<file path="src/rtl/pll_lock_supervisor.sv">
// Supervises a Gowin rPLL: pulses its reset, qualifies lock, retries on timeout,
// and releases N reset domains in ascending order once lock has been stable.
module pll_lock_supervisor #(
   parameter int PLL_RESET_CYCLES    = 16,
   parameter int LOCK_STABLE_CYCLES  = 1024,
   parameter int LOCK_TIMEOUT_CYCLES = 65536,
   parameter int N_DOMAINS           = 2,
   parameter int STAGE_DELAY         = 64,
   parameter int MAX_RETRIES         = 3,
   parameter int CNT_W               = 17
) (
   input  logic                 clk,
   input  logic                 reset,
   input  logic                 pll_lock,
   output logic                 pll_reset,
   output logic                 clk_locked,
   output logic [N_DOMAINS-1:0] rst_out,
   output logic [7:0]           lock_lost_count,
   output logic                 fault
);

   localparam int SW = (N_DOMAINS > 1) ? $clog2(N_DOMAINS) : 1;
   localparam int RW = (MAX_RETRIES > 1) ? $clog2(MAX_RETRIES + 1) : 1;

   localparam logic [CNT_W-1:0] PR_LAST = CNT_W'(PLL_RESET_CYCLES - 1);
   localparam logic [CNT_W-1:0] TO_LAST = CNT_W'(LOCK_TIMEOUT_CYCLES - 1);
   localparam logic [CNT_W-1:0] ST_LAST = CNT_W'(LOCK_STABLE_CYCLES - 1);
   localparam logic [CNT_W-1:0] SD_LAST = CNT_W'(STAGE_DELAY - 1);
   localparam logic [SW-1:0]    LAST_STAGE = SW'(N_DOMAINS - 1);
   localparam logic [RW-1:0]    RETRY_MAX  = RW'(MAX_RETRIES);

   typedef enum logic [2:0] {
      S_PLL_RST,
      S_WAIT_LOCK,
      S_STABLE,
      S_RELEASE,
      S_RUN,
      S_FAULT
   } state_t;

   state_t                 state, state_nx;
   logic [CNT_W-1:0]       cnt, cnt_nx;
   logic [SW-1:0]          stage, stage_nx;
   logic [RW-1:0]          retries, retries_nx;
   logic                   sync_p0, lock_s;
   logic                   pll_reset_nx, clk_locked_nx, fault_nx;
   logic [N_DOMAINS-1:0]   rst_out_nx;
   logic [7:0]             lost_nx;

   function automatic logic [7:0] sat_inc8(input logic [7:0] v);
      return (v == 8'hFF) ? v : v + 8'd1;
   endfunction

   always_comb begin
      state_nx      = state;
      cnt_nx        = cnt;
      stage_nx      = stage;
      retries_nx    = retries;
      pll_reset_nx  = pll_reset;
      clk_locked_nx = clk_locked;
      rst_out_nx    = rst_out;
      lost_nx       = lock_lost_count;
      fault_nx      = fault;

      case (state)
         S_PLL_RST: begin
            if (cnt == PR_LAST) begin
               state_nx     = S_WAIT_LOCK;
               cnt_nx       = '0;
               pll_reset_nx = 1'b0;
            end else begin
               cnt_nx = cnt + 1'b1;
            end
         end

         // Lock is checked before the timeout so a simultaneous lock wins.
         S_WAIT_LOCK: begin
            if (lock_s) begin
               cnt_nx = '0;
               if (LOCK_STABLE_CYCLES == 1) begin
                  state_nx      = S_RELEASE;
                  clk_locked_nx = 1'b1;
                  stage_nx      = '0;
               end else begin
                  state_nx = S_STABLE;
                  cnt_nx   = CNT_W'(1);
               end
            end else if (cnt == TO_LAST) begin
               retries_nx = retries + 1'b1;
               cnt_nx     = '0;
               if (retries_nx == RETRY_MAX) begin
                  state_nx = S_FAULT;
                  fault_nx = 1'b1;
               end else begin
                  state_nx     = S_PLL_RST;
                  pll_reset_nx = 1'b1;
               end
            end else begin
               cnt_nx = cnt + 1'b1;
            end
         end

         S_STABLE: begin
            if (!lock_s) begin
               state_nx = S_WAIT_LOCK;
               cnt_nx   = '0;
            end else if (cnt == ST_LAST) begin
               state_nx      = S_RELEASE;
               clk_locked_nx = 1'b1;
               cnt_nx        = '0;
               stage_nx      = '0;
            end else begin
               cnt_nx = cnt + 1'b1;
            end
         end

         S_RELEASE: begin
            if (cnt == SD_LAST) begin
               rst_out_nx[stage] = 1'b0;
               cnt_nx            = '0;
               if (stage == LAST_STAGE) begin
                  state_nx   = S_RUN;
                  retries_nx = '0;
               end else begin
                  stage_nx = stage + 1'b1;
               end
            end else begin
               cnt_nx = cnt + 1'b1;
            end
         end

         S_FAULT: begin
            fault_nx     = 1'b1;
            pll_reset_nx = 1'b0;
         end

         default: ;
      endcase

      // Lock loss overrides any release step taken on the same edge.
      if ((state == S_RELEASE || state == S_RUN) && !lock_s) begin
         state_nx      = S_PLL_RST;
         cnt_nx        = '0;
         stage_nx      = '0;
         rst_out_nx    = '1;
         clk_locked_nx = 1'b0;
         pll_reset_nx  = 1'b1;
         lost_nx       = sat_inc8(lock_lost_count);
      end
   end

   always_ff @(posedge clk) begin
      if (reset) begin
         state           <= S_PLL_RST;
         cnt             <= '0;
         stage           <= '0;
         retries         <= '0;
         sync_p0         <= 1'b0;
         lock_s          <= 1'b0;
         pll_reset       <= 1'b1;
         clk_locked      <= 1'b0;
         rst_out         <= '1;
         lock_lost_count <= 8'd0;
         fault           <= 1'b0;
      end else begin
         state           <= state_nx;
         cnt             <= cnt_nx;
         stage           <= stage_nx;
         retries         <= retries_nx;
         sync_p0         <= pll_lock;
         lock_s          <= sync_p0;
         pll_reset       <= pll_reset_nx;
         clk_locked      <= clk_locked_nx;
         rst_out         <= rst_out_nx;
         lock_lost_count <= lost_nx;
         fault           <= fault_nx;
      end
   end

endmodule
</file>
<file path="config.mk">
export PLATFORM = sky130hd
export DESIGN_NAME = pll_lock_supervisor
export DESIGN_NICKNAME = d
export VERILOG_FILES = /design/src/rtl/pll_lock_supervisor.sv
export SDC_FILE = /design/constraint.sdc
export NUM_CORES = 1
export LEC_CHECK = 0
export ABC_AREA = 1
export BUFFER_PORTS_ARGS = -buffer_cell sky130_fd_sc_hd__buf_2
export CORE_MARGIN = 2
export CORE_UTILIZATION = 40
export DETAILED_ROUTE_END_ITERATION = 6
export PLACE_DENSITY = 0.6
export SLEW_MARGIN = 20
export SYNTH_ARGS = -nofsm -noshare
export SYNTH_HDL_FRONTEND = slang
export SYNTH_SLANG_ARGS = --single-unit
</file>
<file path="constraint.sdc">
create_clock -name clk -period 2.6 [get_ports clk]
set_input_delay 0.26 -clock clk [delete_from_list [all_inputs] [get_ports clk]]
set_output_delay 0.26 -clock clk [all_outputs]
set_load 0.02 [all_outputs]
</file>
* Word level (Yosys, flattened, before mapping) *
Cells that the tools add are included.

operators by class
  add/subtract/negate cells = 4
  $mul = 0
  divide/modulo/power cells = 0
  magnitude comparators = 2
  eq/ne operators = 22
  shifts and indexed selects = 0
  muxes and demuxes = 37
  bitwise logic cells = 3
  reduce and logical (&&, ||, !) cells = 19

operators by type and width
  kind                                                    number
  two-way mux 17 bit                                      6
  one-hot mux 17 bit (4 select lines)                     1
  two-way mux 3 bit                                       8
  != test 2 bit (second input constant)                   9
  adder 17 x 1 -> 17 bit (second input constant)          1
  equality test 17 x 10 -> 1 bit (second input constant)  1
  equality test 17 x 16 -> 1 bit (second input constant)  1
  equality test 17 x 4 -> 1 bit (second input constant)   1
  equality test 17 x 6 -> 1 bit (second input constant)   1
  two-way mux 1 bit                                       12
  one-hot mux 3 bit (4 select lines)                      1
  AND reduction 5 bit                                     2
  adder 8 x 1 -> 8 bit (second input constant)            1
  equality test 8 bit (second input constant)             1
  two-way mux 2 bit                                       4
  AND reduction 4 bit                                     2
  equality test 3 x 2 -> 1 bit (second input constant)    2
  equality test 3 bit (second input constant)             2
  != test 3 bit (second input constant)                   2
  AND reduction 6 bit                                     1
  nonzero test 2 bit                                      3
  one-hot mux 1 bit (2 select lines)                      2
  one-hot mux 2 bit (2 select lines)                      1
  AND reduction 2 bit                                     2
  other kinds (19)                                        20

storage, ports and cells
  register bits = 38
  bits in latches = 0
  bits in writable memories = 0
  ROM bits = 0
  word-level logic and storage cells = 98
  memories = 0

* Logic depth before layout (Yosys ltp) *
Gate-level depths: netlist (run 1).

  word-level depth = 6
  mapped depth = 15
  mapped depth without buffers = 15

* Worst setup path before layout (run 1) *
Ideal clock, no wire load.

  kind = register -> register
  start = register cnt[0]
  end = register pll_reset
  library setup time = 0.123 ns
  data arrival time = 2.260 ns
  data required time = 2.477 ns
  slack = 0.217 ns
  stages on the path, launching flop included = 16
  buffers on the path = 0
  period minus slack after synthesis = 2.383 ns
  path through = dfxtp_1 ha_1 nand3_2 nor3_4 nand4_1 nor2_1 nand2_1 inv_1 ha_1 inv_1 o21ai_0 nand3_1 a21oi_1 inv_1 a21oi_1 o21ai_0

on the way
  word-level cells in the longest chain between the ends = 3
  elaborated cells on any way between the ends = 5

RTL lines
  item                                                                             line    text
  from (decl)                                                                      42      logic [CNT_W-1:0] cnt, cnt_nx;
  from (signal assigned)                                                           167     cnt <= cnt_nx;
  equality test 17 x 16 -> 1 bit or equality test 17 x 4 -> 1 bit (tied branches)  88, 67
  != test 2 bit (no source line)                                                   -
  AND reduction 5 bit (no source line) *                                           -
  to (signal assigned)                                                             172     pll_reset <= pll_reset_nx;
  to (decl)                                                                        15      output logic pll_reset,

Every way passes the cells marked *; elsewhere a longest branch is shown, timed or not.
A chain may end at the register's enable or synchronous reset.

* Final worst setup path (run 1) *
Ends and elaborated chain as after synthesis.

==> results of run 1 <==
[final cells by class]
type,count,area (um2)
inverters,42,158
multi-input cells,243,1230
clock inverters,1,30.0
clock buffers,7,76.3
flip-flops and latches,38,763
well taps,70,87.6
repair buffers,23,135
fillers,550,2700
[logic make-up (layout without fill, tap and decap cells)]
family | count (synthesis) | in the layout | synth area share [%]
buf+inv | 48 | 73 | 8.71
simple gates | 170 | 170 | 35.0
compound gates | 54 | 54 | 12.7
xor+xnor | 14 | 14 | 5.65
fa+ha+maj | 5 | 5 | 2.88
flops | 38 | 38 | 35.1
[flip-flops by register name (all words and copies together), names as in the netlist]
| name | flops |
|---|---|
| pll_reset | 1 |
| state | 3 |
| clk_locked | 1 |
| sync_p0 | 1 |
| stage | 1 |
| retries | 2 |
| lock_lost_count | 8 |
| rst_out | 2 |
| lock_s | 1 |
| cnt | 17 |
| fault | 1 |
[layout by cell type (no fill, tap or decap), drive strengths merged]
cell type  netlist  final
nand2           94     94
nor2            45     45
inv             41     41
a21oi           38     38
dfxtp           38     38
buf              2     23
nand3           21     21
o21ai           13     13
xor2             8      8
clkbuf           4      7
nand4            6      6
xnor2            6      6
ha               5      5
nor3             2      2
nand3b           2      2
clkinv           1      1
o21a             1      1
a31oi            1      1
o22ai            1      1
bufinv           0      1
[worst paths after layout]
kind                                           from                     end  slack, ps  depth (start not counted)
worst max register to register  cnt[0]$_SDFFE_PP0P_  pll_reset$_SDFFE_PP1P_        230                         15
worst min register to register   sync_p0$_SDFF_PP0_       lock_s$_SDFF_PP0_        410                          2
worst min-delay path                       pll_lock      sync_p0$_SDFF_PP0_        160                          3
worst max-delay path            cnt[0]$_SDFFE_PP0P_  pll_reset$_SDFFE_PP1P_        230                         15
[through the flow]
stage | hold WS [ps] | setup TNS, ps | setup slack [ps] | cells | cell area, um2
2_1_floorplan | 329 | 0 | 217 | 329 | 2170
3_3_place_gp | 392 | 0 | 224 | 414 | 2350
3_5_place_dp | 398 | 0 | 140 | 414 | 2350
4_1_cts | 159 | 0 | 102 | 422 | 2450
5_1_grt | 155 | -9.49 | -9.49 | 424 | 2480
6_report | 165 | 0 | 235 | 424 | 2480
[synth_stat cells]
master / number
o22ai_1: 1
nor3_4: 2
o21a_1: 1
buf_6: 1
xnor2_1: 6
nor2_1: 42
a31oi_1: 1
a21oi_1: 38
buf_2: 1
clkbuf_1: 4
o21ai_0: 13
clkinv_1: 1
nand2_4: 1
nand2_1: 86
ha_1: 5
nor2_4: 2
inv_1: 40
dfxtp_1: 38
nand3_1: 20
nand3_2: 1
nand4_1: 6
nand2_2: 7
inv_2: 1
xor2_1: 8
nor2_2: 1
nand3b_1: 2
[worst min-delay path, stage by stage]
cell and delay (ps):
buf_2 90, inv_1 40, nor2_1 30
[metal layers]
| layer | vias to the layer above | global-route usage, % | share of wire (%) |
|---|---|---|---|
| li1 | 1089 | - | - |
| met1 | 944 | 22.6 | 49 |
| met2 | 38 | 28.7 | 45 |
| met3 | 8 | 5.35 | 4.1 |
| met4 | 0 | 6.25 | 1.4 |
| met5 | - | 0 | 0 |
[repair_timing]
action,4_1_cts,5_1_grt
endpoints found under the hold margin,0,0
resized for setup,0,7
endpoints found under the setup margin,0,5
setup buffers,0,2
[power groups by stage]
stage / sequential [mW] / combinational (mW) / clock, mW
floorplan: 0.605 / 0.0196 / 0
global placement: 0.606 / 0.0283 / 0
detailed placement: 0.606 / 0.0287 / 0
CTS: 0.592 / 0.0294 / 0.513
global route: 0.594 / 0.0323 / 0.535
finish: 0.593 / 0.0290 / 0.493
==> results.md, run 1 <==
* Initial cell density of the core at 41.9%
* Power Total at 1.12 mW
* TritonRoute pass-1 iters at 4
* Final core utilization at 47.9%
* Max Cap Viol at 0
* Main area contributors after synthesis: dfxtp_1 35%, nand2_1 15%, a21oi_1 8.8%, nor2_1 7.3%, inv_1 6.9%
* Post-route minimum period at roughly 2400 ps
* Clock buffer depth at 2
* Yosys top cell area share at 35.1%
* Share of layout cells above drive strength 1 at 13.8%
* Total Nets Final at 361
* Headroom to the max-slew limit at 69.8%
* Crit path capture type: flip-flop
* Max Slew Vio Count at 0
* Syn Std Cell Area at 0.00217 mm2
* Antenna Nets Post-Route at 0
* Leak pwr at roughly 1.1 nW
* Net count after synthesis at 337
* Crit-path leading delay family: simple AND/OR/NAND/NOR gates
* # clock sinks at 38
* TritonCTS clock tree: yes
* WL final at just under 5 mm
* Crit path launch type: flip-flop
* Most frequent CP cell: inv_1
* Internal Power at 0.885 mW
* Avg Inst Size Synth at between 6 and 7 um2
* WP data arrival at approximately 2600 ps
* Kind of critical path: flip-flop to flip-flop
* Reg clk slew, reported paths at 80 ps
* First-pass GRT wire length at roughly 8.6 mm
* DP Wirelength at 3.63 mm
* Largest stage delay on the critical path at 340 ps
* Register share of total power at 53.2%
* WP buf/inv at 3
* Combinational power share at 2.6%
* Max H-tree Level at 2
* # IOs at 16
* Die height at 77.6 um
* IO Port Bufs at 15
* Yosys top cell by area: dfxtp_1
* Crit share post-route at 91.0%
* Latest clock arrival within the worst-skew pair at between 200 and 300 ps
* Worst-path cell chain: ha_2 > nand3_2 > nor3_4 > nand4_1 > nor2_2 > nand2_1 > inv_1 > ha_2 > inv_1 > o21ai_1 > nand3_1 > a21oi_1 > inv_1 > a21oi_1 > o21ai_0
* Power per cell area at between 400 and 500 mW/mm2
* Net Sw Power at roughly 0.23 mW
* Vias per cell at 4.90
* CTS Hold Buffers Added at 0
* Slowest-stage cell, CP: dfxtp_2
* Core region area at 0.00517 mm2
* Antenna Cells at 0
* Sequential fraction of the synthesis area at 35.1%
* Outcome: complete, no violations
* Maximum VDD drop at 0.264 mV
* Width of the die at 77.6 um
* Grt ovf at 0
* Num CTS Buffers at 5
* Worst EP required at between 2000 and 3000 ps
* Synth Register Bits at 38
* Count of final setup violators at 0
* Initial DRC Count at roughly 100
* Routed len/inst at 11.7 um
* Clock power share at 44.2%
* Rows at 26
* Area grow syn2layout at 14.2%
* HP Class: input port to flip-flop
* YS warnings at 0
* Sw frac at 20.7%
* Via count at 2079
* Vias in the first global route at roughly 1900
* Skew final at 7.38 ps
* Area of the die at 0.00603 mm2
* Pin slew with the least headroom to its limit at 452 ps
* Antenna violations before repair at 0
* Crit Path Max Fanout at 4
* Synth cell types at 26
* Syn Inst Count at between 300 and 400
* Root buffer cell: clkbuf_8
* Largest net degree at the start of global routing at 15
* Max frequency at around 0.42 GHz
* Final Hold Viols at 0
* All-layer global routing usage at 17.8%
* Number of remaining DRC errors at 0
* Routability cong. at 0.910
Note: power is estimated with default switching activity, not from simulation.
==> run 2, diff against run 1 <==
--- a/config.mk
+++ b/config.mk
@@ -7,10 +7,12 @@
 export LEC_CHECK = 0
 export ABC_AREA = 1
 export BUFFER_PORTS_ARGS = -buffer_cell sky130_fd_sc_hd__buf_2
+export CELL_PAD_IN_SITES_DETAIL_PLACEMENT = 1
+export CELL_PAD_IN_SITES_GLOBAL_PLACEMENT = 2
 export CORE_MARGIN = 2
-export CORE_UTILIZATION = 40
+export CORE_UTILIZATION = 33
 export DETAILED_ROUTE_END_ITERATION = 6
-export PLACE_DENSITY = 0.6
+export PLACE_DENSITY = 0.82
 export SLEW_MARGIN = 20
 export SYNTH_ARGS = -nofsm -noshare
 export SYNTH_HDL_FRONTEND = slang
==> results.md, run 2 (same netlist as run 1, synthesis figures left out) <==
* Leak pwr at 1.11 nW
* Hold Crit Depth at 3
* Worst r2r path cells at 15
* Worst hold margin at 158 ps
* Routability cong. at 0.811
* Routed len/inst at 13.2 um
* Post-route minimum period at 2320 ps
* Die height at 85.1 um
* Post-CTS resize count at 0
* Initial DRC Count at 43
* Largest registers: cnt: 17 flops, lock_lost_count: 8 flops, state: 3 flops
* Crit Path Max Fanout at 4
* Count of final setup violators at 0
* Worst EP required at between 2000 and 3000 ps
* Max FFs per register at 17
* Worst R2R Setup Slack at between 200 and 300 ps
* Max H-tree Level at 2
* Via count at 2063
* Hold EP: sync_p0$_SDFF_PP0_
* Final core utilization at between 30% and 40%
* HP Class: input port to flip-flop
* Crit path capture type: flip-flop
* TritonCTS clock tree: yes
* Antenna violations before repair at 0
* Vias in the first global route at approximately 2000
* Power Total at 1.25 mW
* WP data arrival at about 2500 ps
* Pin slew with the least headroom to its limit at 406 ps
* Area of the die at ~0.0072 mm2
* Reg clk slew, reported paths at 80 ps
* Number of remaining DRC errors at 0
* Outcome: complete, no violations
* Crit path launch type: flip-flop
* Maximum VDD drop at 0.255 mV
* Share of layout cells above drive strength 1 at 14.1%
* RSZ-0062 raised after global routing: false
* Most flops, register: cnt
* Post-CTS setup repair buffer count at 0
* Rows at 29
* Vias per cell at 4.79
* # clock sinks at 38
* Antenna Cells at 0
* Total Nets Final at 361
* Crit share post-route at 89.4%
* # IOs at 16
* Skew final at 3.55 ps
* Commonest non-fill, non-tap cell in the layout: nand2_1
* IO Port Bufs at 15
* First-pass GRT wire length at ~9.7 mm
* Largest net degree at the start of global routing at 21
* Latest clock arrival within the worst-skew pair at 300 ps
* TritonRoute pass-1 iters at 4
* Core region area at ~0.0063 mm2
* WL final at between 5 and 6 mm
* Final Hold Viols at 0
* Initial cell density of the core at 34.2%
* Kind of critical path: flip-flop to flip-flop
* DP Wirelength at 4.33 mm
* Root buffer cell: clkbuf_8
* R2R Path End: pll_reset$_SDFFE_PP1P_
* Max Slew Vio Count at 0
* Num CTS Buffers at 5
* Power per cell area at 494 mW/mm2
* Grt ovf at 0
* Reg-to-reg startpoint: cnt[0]$_SDFFE_PP0P_
* Max frequency at around 0.43 GHz
* Antenna Nets Post-Route at 0
* Area grow syn2layout at 16.1%
* CTS Hold Buffers Added at 0
* Hold path startpoint: pll_lock
* Max Cap Viol at 0
* Leading cell types in the layout, fill and taps excluded: 86 x nand2_1, 41 x nor2_1, 40 x inv_1, 38 x a21oi_1, 38 x dfxtp_1
* All-layer global routing usage at 16.7%
* Clock buffer depth at 2
* Width of the die at 85.1 um
* Headroom to the max-slew limit at 72.9%
* Setup TNS at 0 ps
-- run 2: changes by cell type in the layout (fill, tap and decap cells not counted) --
cell / previous run / this run
clkinv_4: 0 / 1
o21ai_2: 0 / 1
clkbuf_1: 2 / 0
o21ai_1: 2 / 0
dfxtp_1: 36 / 38
bufinv_16: 1 / 2
o21ai_0: 11 / 12
dfxtp_2: 2 / 0
-- run 2: how the worst max path moves through the flow --
stage               slack [ps]  depth (start not counted)                start                      end
floorplan                  220                         15  cnt[0]$_SDFFE_PP0P_   pll_reset$_SDFFE_PP1P_
global placement           190                         16  cnt[0]$_SDFFE_PP0P_  retries[0]$_SDFFE_PP0P_
detailed placement         120                         15  cnt[0]$_SDFFE_PP0P_   pll_reset$_SDFFE_PP1P_
CTS                        100                         15  cnt[0]$_SDFFE_PP0P_   pll_reset$_SDFFE_PP1P_
global route                 9                         15  cnt[0]$_SDFFE_PP0P_   pll_reset$_SDFFE_PP1P_
finish                     280                         15  cnt[0]$_SDFFE_PP0P_   pll_reset$_SDFFE_PP1P_
-- run 2: layout make-up --
class / count / area [um2]
flip-flops and latches: 38 / 761
well taps: 77 / 96.3
clock inverters: 3 / 68.8
inverters: 42 / 158
repair buffers: 23 / 135
fillers: 838 / 3830
clock buffers: 5 / 68.8
multi-input cells: 243 / 1230
-- run 2: power breakdown --
part / switching, mW / total [mW] / internal, mW
combinational: 0.0200 / 0.0297 / 0.00966
clock: 0.239 / 0.623 / 0.385
sequential: 0.00550 / 0.592 / 0.587
total: 0.264 / 1.25 / 0.981
-- run 2: through the flow --
stage                     instance area [um2]  cells  worst slack, ps
after floorplan                          2170    329              217
after global placement                   2370    423              191
after detailed placement                 2370    423              121
after CTS                                2510    431              103
after global routing                     2520    431             8.80
final                                    2520    431              276
-- run 2: layer usage --
metal	vias up	track usage [%]	share of wire [%]
met1	946	22.1	50
met5	-	0	0
li1	1091	-	-
met4	0	5.63	1.6
met3	7	3.11	2.5
met2	19	27.3	46
-- run 2: worst max-delay path, stage by stage, from the launching register on --
cell and delay, ps:
dfxtp_1 360, ha_2 220, nand3_2 140, nor3_4 150, nand4_1 160, nor2_2 140, nand2_1 90, inv_1 70
ha_2 200, inv_1 60, o21ai_2 120, nand3_1 90, a21oi_1 140, inv_1 70, a21oi_1 120, o21ai_0 90
